### src/rtl/traffic_pkg.sv
// Shared definitions for the multi-phase traffic controller: state encoding
// and timer sizing.
package traffic_pkg;

   localparam logic [2:0] ST_ALL_RED = 3'd0;
   localparam logic [2:0] ST_GREEN   = 3'd1;
   localparam logic [2:0] ST_YELLOW  = 3'd2;
   localparam logic [2:0] ST_WALK    = 3'd3;
   localparam logic [2:0] ST_FLASH   = 3'd4;

   typedef enum logic [2:0] {
      S_ALL_RED = ST_ALL_RED,
      S_GREEN   = ST_GREEN,
      S_YELLOW  = ST_YELLOW,
      S_WALK    = ST_WALK,
      S_FLASH   = ST_FLASH
   } state_t;

   // Wide enough to hold the longest interval's last count (max-1), never 0 bits.
   function automatic int timer_width(input int a, input int b, input int c,
                                      input int d, input int e, input int f);
      int m;
      m = a;
      if (b > m) m = b;
      if (c > m) m = c;
      if (d > m) m = d;
      if (e > m) m = e;
      if (f > m) m = f;
      return $clog2(m + 1);
   endfunction

endpackage

### src/rtl/traffic_ctrl_multi_phase_timer.sv
// Clear-on-entry interval up-counter; the parent compares the count.
module phase_timer #(
   parameter int W = 4
) (
   input  logic         clk,
   input  logic         rst,
   input  logic         clr,
   output logic [W-1:0] count
);

   always_ff @(posedge clk or posedge rst) begin
      if (rst)      count <= '0;
      else if (clr) count <= '0;
      else          count <= count + 1'b1;
   end

endmodule

### src/rtl/traffic_ctrl_multi.sv
// Self-timed round-robin traffic controller with pedestrian pre-emption,
// exclusive walk interval and flashing-yellow night mode.
module traffic_ctrl_multi
   import traffic_pkg::*;
#(
   parameter int N_PHASES    = 2,
   parameter int T_GREEN     = 10,
   parameter int T_MIN_GREEN = 4,
   parameter int T_YELLOW    = 3,
   parameter int T_ALLRED    = 2,
   parameter int T_WALK      = 6,
   parameter int T_FLASH     = 5
) (
   input  logic                        clk,
   input  logic                        rst,
   input  logic                        pedestrian,
   input  logic                        flash_mode,
   output logic [N_PHASES-1:0]         green,
   output logic [N_PHASES-1:0]         yellow,
   output logic [N_PHASES-1:0]         red,
   output logic                        walk,
   output logic                        ped_pending,
   output logic [$clog2(N_PHASES)-1:0] phase
);

   localparam int TW = timer_width(T_GREEN, T_MIN_GREEN, T_YELLOW, T_ALLRED, T_WALK, T_FLASH);
   localparam int PW = $clog2(N_PHASES);

   localparam logic [TW-1:0] G_LAST  = TW'(T_GREEN - 1);
   localparam logic [TW-1:0] MG_LAST = TW'(T_MIN_GREEN - 1);
   localparam logic [TW-1:0] Y_LAST  = TW'(T_YELLOW - 1);
   localparam logic [TW-1:0] AR_LAST = TW'(T_ALLRED - 1);
   localparam logic [TW-1:0] W_LAST  = TW'(T_WALK - 1);
   localparam logic [TW-1:0] F_LAST  = TW'(T_FLASH - 1);
   localparam logic [PW-1:0] PH_LAST = PW'(N_PHASES - 1);

   if (N_PHASES < 2 || T_GREEN < 1 || T_MIN_GREEN < 1 || T_MIN_GREEN > T_GREEN ||
       T_YELLOW < 1 || T_ALLRED < 1 || T_WALK < 1 || T_FLASH < 1) begin : g_param_err
      $error("traffic_ctrl_multi: illegal parameter set");
   end

   state_t        state, nxt;
   logic [TW-1:0] timer;
   logic          blink;
   logic          entering;
   logic          flash_toggle;

   // Flash half-periods reuse the interval timer, restarting it at each toggle.
   assign entering     = (nxt != state);
   assign flash_toggle = (state == S_FLASH) && (timer == F_LAST);

   phase_timer #(.W(TW)) u_timer (
      .clk   (clk),
      .rst   (rst),
      .clr   (entering || flash_toggle),
      .count (timer)
   );

   always_ff @(posedge clk or posedge rst) begin
      if (rst) state <= S_ALL_RED;
      else     state <= nxt;
   end

   always_comb begin
      nxt = state;
      case (state)
         S_ALL_RED: if (timer == AR_LAST)
                       nxt = flash_mode ? S_FLASH : (ped_pending ? S_WALK : S_GREEN);
         S_GREEN:   if (timer == G_LAST || (ped_pending && timer >= MG_LAST))
                       nxt = S_YELLOW;
         S_YELLOW:  if (timer == Y_LAST) nxt = S_ALL_RED;
         S_WALK:    if (timer == W_LAST) nxt = S_GREEN;
         S_FLASH:   if (!flash_mode) nxt = S_ALL_RED;
         default:   nxt = S_ALL_RED;
      endcase
   end

   // A request arriving on the same edge the walk starts is served by that walk.
   always_ff @(posedge clk or posedge rst) begin
      if (rst)                                   ped_pending <= 1'b0;
      else if (nxt == S_WALK && state != S_WALK) ped_pending <= 1'b0;
      else if (state != S_WALK && pedestrian)    ped_pending <= 1'b1;
   end

   always_ff @(posedge clk or posedge rst) begin
      if (rst)
         phase <= PH_LAST;
      else if (nxt == S_GREEN && state != S_GREEN)
         phase <= (phase == PH_LAST) ? '0 : phase + 1'b1;
   end

   always_ff @(posedge clk or posedge rst) begin
      if (rst)                                     blink <= 1'b0;
      else if (nxt == S_FLASH && state != S_FLASH) blink <= 1'b1;
      else if (state == S_FLASH && nxt != S_FLASH) blink <= 1'b0;
      else if (flash_toggle)                       blink <= ~blink;
   end

   always_comb begin
      green  = '0;
      yellow = '0;
      red    = '1;
      walk   = 1'b0;
      case (state)
         S_GREEN: begin
            green[phase] = 1'b1;
            red[phase]   = 1'b0;
         end
         S_YELLOW: begin
            yellow[phase] = 1'b1;
            red[phase]    = 1'b0;
         end
         S_WALK:  walk = 1'b1;
         S_FLASH: begin
            red    = '0;
            yellow = {N_PHASES{blink}};
         end
         default: ;
      endcase
   end

endmodule

### config.mk
export PLATFORM = sky130hd
export DESIGN_NAME = traffic_ctrl_multi
export DESIGN_NICKNAME = d
export VERILOG_FILES = /design/src/rtl/traffic_pkg.sv /design/src/rtl/traffic_ctrl_multi_phase_timer.sv /design/src/rtl/traffic_ctrl_multi.sv
export SDC_FILE = /design/constraint.sdc
export NUM_CORES = 1
export LEC_CHECK = 0
export ABC_AREA = 1
export ABC_CLOCK_PERIOD_IN_PS = 1320
export CORE_UTILIZATION = 35
export CTS_CLUSTER_DIAMETER = 200
export DETAILED_ROUTE_END_ITERATION = 10
export PLACE_DENSITY_LB_ADDON = 0.1
export SYNTH_ARGS = -nofsm -noshare
export SYNTH_HDL_FRONTEND = slang
export SYNTH_SLANG_ARGS = --single-unit
export TNS_END_PERCENT = 10
### constraint.sdc
create_clock -name clk -period 1.32 [get_ports clk]
set_input_delay 0.198 -clock clk [delete_from_list [all_inputs] [get_ports clk]]
set_output_delay 0.198 -clock clk [all_outputs]
set_load 0.02 [all_outputs]
# Word level (Yosys, flattened, before mapping)
# Index checks and enable logic that the tools add are counted.
[totals] elab_cells=64 reg_bits=10 inputBits=4
[op_classes] add_sub_neg=2 bitwise=2 n_lt_le_gt_ge=3 eq_ne=17 reduce_logical=14 muxes=21
[op_table] operator="$mux W3" n=6
[op_table] operator="$pmux W3 S5" n=1
[op_table] operator="$eq A3 B2 Y1 const B" n=3
[op_table] operator="$eq A4 B3 Y1 const B" n=2
[op_table] operator="$logic_and A1 B1 Y1" n=8
[op_table] operator="$mux W1" n=8
[op_table] operator="$pmux W2 S2" n=2
[op_table] operator="$eq A3 B1 Y1 const B" n=2
[op_table] operator="$eq A3 B3 Y1 const B" n=2
[op_table] operator="$ne A3 B3 Y1 const B" n=2
[op_table] operator="$add A4 B1 Y4 const B" n=1
[op_table] operator="$eq A4 B1 Y1 const B" n=1
[op_table] operator="$eq A4 B2 Y1 const B" n=1
[op_table] operator="$eq A4 B4 Y1 const B" n=1
[op_table] operator="$ge A4 B2 Y1 const B" n=1
[op_table] operator="$mux W2" n=2
[op_table] operator="$mux W4" n=1
[op_table] operator="$logic_not A3 Y1" n=1
[op_table] operator="$ne A3 B1 Y1 const B" n=1
[op_table] operator="$ne A3 B2 Y1 const B" n=1
[op_table] operator="$ne A3 B3 Y1" n=1
[op_table] operator="$reduce_bool A3 Y1" n=1
[op_table] operator="$logic_or A1 B1 Y1" n=2
[op_table] operator="$lt A1 B2 Y1 const B" n=1
[op_table] operator="other kinds (7)" n=7

# Depth between registers and ports, before layout
[logic_depth] ltp_word=9 depth_mapped=11 mapped_depth_nobuf=11

# Hierarchy
# From an unflattened synthesis, not the netlist that was laid out.
[unflattened] hier_cells=117 hier_area_um2=769.5
[by_module_without_submodules] module="traffic_ctrl_multi" area_per_inst_um2=599.3 seq_area_each_um2=151.4 cells_per_inst=99 instances=1
[by_module_without_submodules] module="phase_timer" area_per_inst_um2=170.2 seq_area_each_um2=100.1 cells_per_inst=18 instances=1

# Worst setup path after synthesis
# Ideal clock, no wire load.
[synth_timing] path_type="reg-to-output" startpoint="register state[2]" endpoint="output red[0]" arrival_ns=1.365 path_slack_ns=-0.243 stages_incl_launch_ff=8 cell_sequence="dfrtp_1 > inv_2 > nand2_1 > nor2_1 > inv_1 > nand2_1 > inv_1 > o21ai_0"
[synth_via] elab_chain_len=3 word_cells_on_any_way=5
[synth_lines] element="start: declaration" line="traffic_ctrl_multi.sv:42" source="state_t state, nxt;"
[synth_lines] element="start signal: assignment" line="traffic_ctrl_multi.sv:61" source="else state <= nxt;"
[synth_lines] element="$eq A3 B2 Y1 / $eq A3 B1 Y1 (equally long branches)" line="traffic_ctrl_multi.sv:104" source="case (state)"
[synth_lines] element="$reduce_or A2 Y1 (no source line)"
[synth_lines] element="$pmux W2 S2 *" line="traffic_ctrl_multi.sv:104"
[synth_lines] element="end: declaration" line="traffic_ctrl_multi.sv:20" source="output logic [N_PHASES-1:0] red,"
# Mark *: on every way between the ends. The rest lies on a longest branch, timed or not.

# Worst setup path in the final report
# Same ends and word-level chain as after synthesis.

==> metrics.md <==
| Metric | Value |
|---|---|
| Status | `complete, but fails checks` |
| Failing checks | `setup timing` |
| Critical Path AT | `1.44 ns` |
| Worst-path fanout max | `3` |
| TritonCTS clock tree | `done` |
| Via count | `785` |
| First-pass GRT wire length | `2930 um` |
| Max Buffers Root-to-Sink | `2` |
| Most common cell in the netlist | `nand2_1` |
| TNS Setup | `-3.00 ns` |
| Mapped Nets | `108` |
| Worst-skew pair later-pin latency | `0.28 ns` |
| Share of layout cells above drive strength 1 | `55.5%` |
| Gate count of the mapped netlist | `100` |
| Max Slew Vio Count | `0` |
| Port Buffer Count | `12` |
| CTS root buf | `clkbuf_4` |
| Maximum vdd ir drop | `0.00145 V` |
| CP max stage cell | `dfrtp_1` |
| Leakage power | `0.575 nW` |
| Ant diodes | `0` |
| Most common flop cell mapped by yosys | `dfrtp_1` |
| Placed cells | `157` |
| CP dominant cell by count | `inv_2` |
| Setup slack after layout | `-0.320 ns` |
| WP buf/inv | `4` |
| R2R depth | `11` |
| Worst Hold Slack | `0.198 ns` |
| Yosys top cell area share | `31.8%` |
| Starting Density | `39.3%` |
| DR WL met3 | `74 um` |
| Final min period | `1.64 ns` |
| Layout area overhead | `70.3%` |
| Hold buffers post-CTS | `0` |
| H-tree depth | `1` |
| Site Rows | `15` |
| Clk sink count | `10` |
| WL per Instance | `12.7 um` |
| Reg clk slew, reported paths | `0.07 ns` |
| Largest net degree at the start of global routing | `11` |
| Post-Syn Area | `708 um2` |
| Flop and latch count out of synthesis | `10` |
| Die Wd | `47.0 um` |
| Drt drc | `0` |
| Worst path required time | `1.12 ns` |
| DIE HEIGHT | `47.0 um` |
| Synth cell count leaders | `nand2_1 (22), inv_1 (18), nor2_1 (11)` |
| Slew HR | `72.0%` |
| Layout Nets | `146` |
| Gr ovfl total | `0` |
| Detailed Route WL | `2050 um` |
| Post-synthesis async set-or-reset flop share | `100%` |
| Boundary pin count | `13` |
| CP Launch Type | `flop` |
| Total core area | `1800 um2` |
| Highest Signal Layer | `met4` |
| CP Cell Sequence | `inv_2 > nand2_4 > nor2_4 > inv_2 > nand2_1 > inv_2 > o21ai_2 > buf_6` |
| Worst slew pin tran | `0.419 ns` |
| Initial antenna violation count | `0` |
| Yosys top cell by area | `dfrtp_1` |
| Wl on met1 | `955 um` |
| Min-Delay Path Class | `input port to async pin` |
| Number of synthesized flops with an enable pin | `0` |
| Drt pass-1 iters | `4` |
| Vias in the first global route | `684` |
| Wire length on met2 | `967 um` |
| Cell Pwr Density | `2380 nW/um2` |
| Critical path class | `flop to output port` |
| Total power | `2.87 mW` |
| Maximum Capacitance Violations | `0` |
| Drt via density | `4.85` |
| Post-route antenna net violation count | `0` |
| Global placement routability congestion | `0.839` |
| CP max stage delay | `0.41 ns` |
| CTS Buf Count | `3` |
| Worst path depth | `8` |
| Tcrit/Tclk final | `124%` |
| Die area | `2210 um2` |
| Max Clk Rate | `0.610 GHz` |
| Half-perimeter wire length after placement | `1340 um` |
| All-Layer GR Usage | `19.7%` |
| Non-Filler Instances | `162` |
| DRT iter0 DRCs | `11` |
| Hold Vio Cnt, Final | `0` |
| Final setup vio count | `14` |
| Crit. End Element | `output port` |
| Unrepaired setup endpoints after global routing | `yes` |
| Register area share after synthesis | `35.5%` |
| Crit-path leading delay family | `flip-flops` |
| Post-synthesis average cell area | `7.08 um2` |
| Top post-synthesis cells by area | `dfrtp_1 (32%), nand2_1 (12%), inv_1 (9.5%)` |
| Post-synthesis cell type count | `20` |
| Yosys warnings | `0` |
| Worst Clk Skew | `0.00155 ns` |
-- layer usage --
metal  vias to the layer above  global-route usage, %
met5                         -                      0
met2                        21                   30.0
met3                         7                   2.31
met1                       365                   26.7
li1                        392                      -
met4                         0                   12.0
-- cell families (layout without fill, tap and decap cells) --
kind of cell / after synthesis / count (layout) / synth area share, %
AND/OR/NAND/NOR: 53 / 53 / 34.6
buffers and inverters: 20 / 57 / 11.7
AO/OA/AOI/OAI: 11 / 11 / 8.66
flip-flops: 10 / 10 / 35.5
adder cells (fa/ha/maj): 4 / 4 / 7.07
XOR/XNOR: 2 / 2 / 2.47
-- power breakdown --
group,total [mW],internal [mW],switching (mW)
Sequential,0.591,0.425,0.166
Combinational,1.98,0.880,1.10
Clock,0.298,0.168,0.129
-- cell usage in the layout, fill, tap and decap left out, drive strengths merged --
| master | count |
|---|---|
| a21oi | 4 |
| buf | 30 |
| clkbuf | 4 |
| clkdlybuf4s50 | 3 |
| dfrtp | 9 |
| dfstp | 1 |
| dlygate4sd2 | 1 |
| ha | 4 |
| inv | 19 |
| nand2 | 24 |
| nand3 | 11 |
| nand4 | 1 |
| nor2 | 13 |
| nor3 | 4 |
| o211ai | 1 |
| o21ai | 3 |
| o22ai | 3 |
| xnor2 | 1 |
| xor2 | 1 |
-- state kept, by name, indices dropped and copies added (netlist names) --
signal,cells
blink,1
ped_pending,1
phase,1
state,3
u_timer.count,4
-- worst reg2reg max path: cells and delay by family, from the launching register on --
| family | cells | cell delay (ns) |
|---|---|---|
| buffers and inverters | 2 | 0.28 |
| DFF | 1 | 0.48 |
| and+or+nand+nor | 9 | 0.77 |
-- layout make-up --
class,count,area [um2]
clock buffer,4,36.3
inverter,19,71.3
multi-input combinational,70,528
tap,25,31.3
sequential,10,255
timing repair buffer,34,284
fill,162,596
-- per-stage QoR --
stage / area, um2 / utilization, % / setup slack, ns
2_1_floorplan: 708 / - / -0.0928
4_1_cts: 1080 / 59.9 / -0.314
6_report: 1210 / 66.9 / -0.320
3_3_place_gp: 1010 / 55.8 / -0.402
5_1_grt: 1210 / 66.9 / -0.389
3_5_place_dp: 1010 / 55.8 / -0.447
-- repair_timing --
item | in CTS | in global routing
pin swaps | 4 | 10
gates resized for setup | 53 | 38
setup buffers | 2 | 0
endpoints found under the setup margin | 15 | 17
-- worst paths after layout --
| path | from | to | slack (ns) |
|---|---|---|---|
| setup / recovery | state[2] | red[0] | -0.32 |
| setup reg to reg | state[0] | u_timer.count[0] | -0.29 |
| hold reg to reg | blink | blink | 0.58 |
| max in group asynchronous | rst | phase | 0.80 |
| hold / removal | rst | state[0] | 0.20 |
| min in group clk | pedestrian | ped_pending | 0.53 |
No activity file was read; power rests on OpenSTA's default activity.
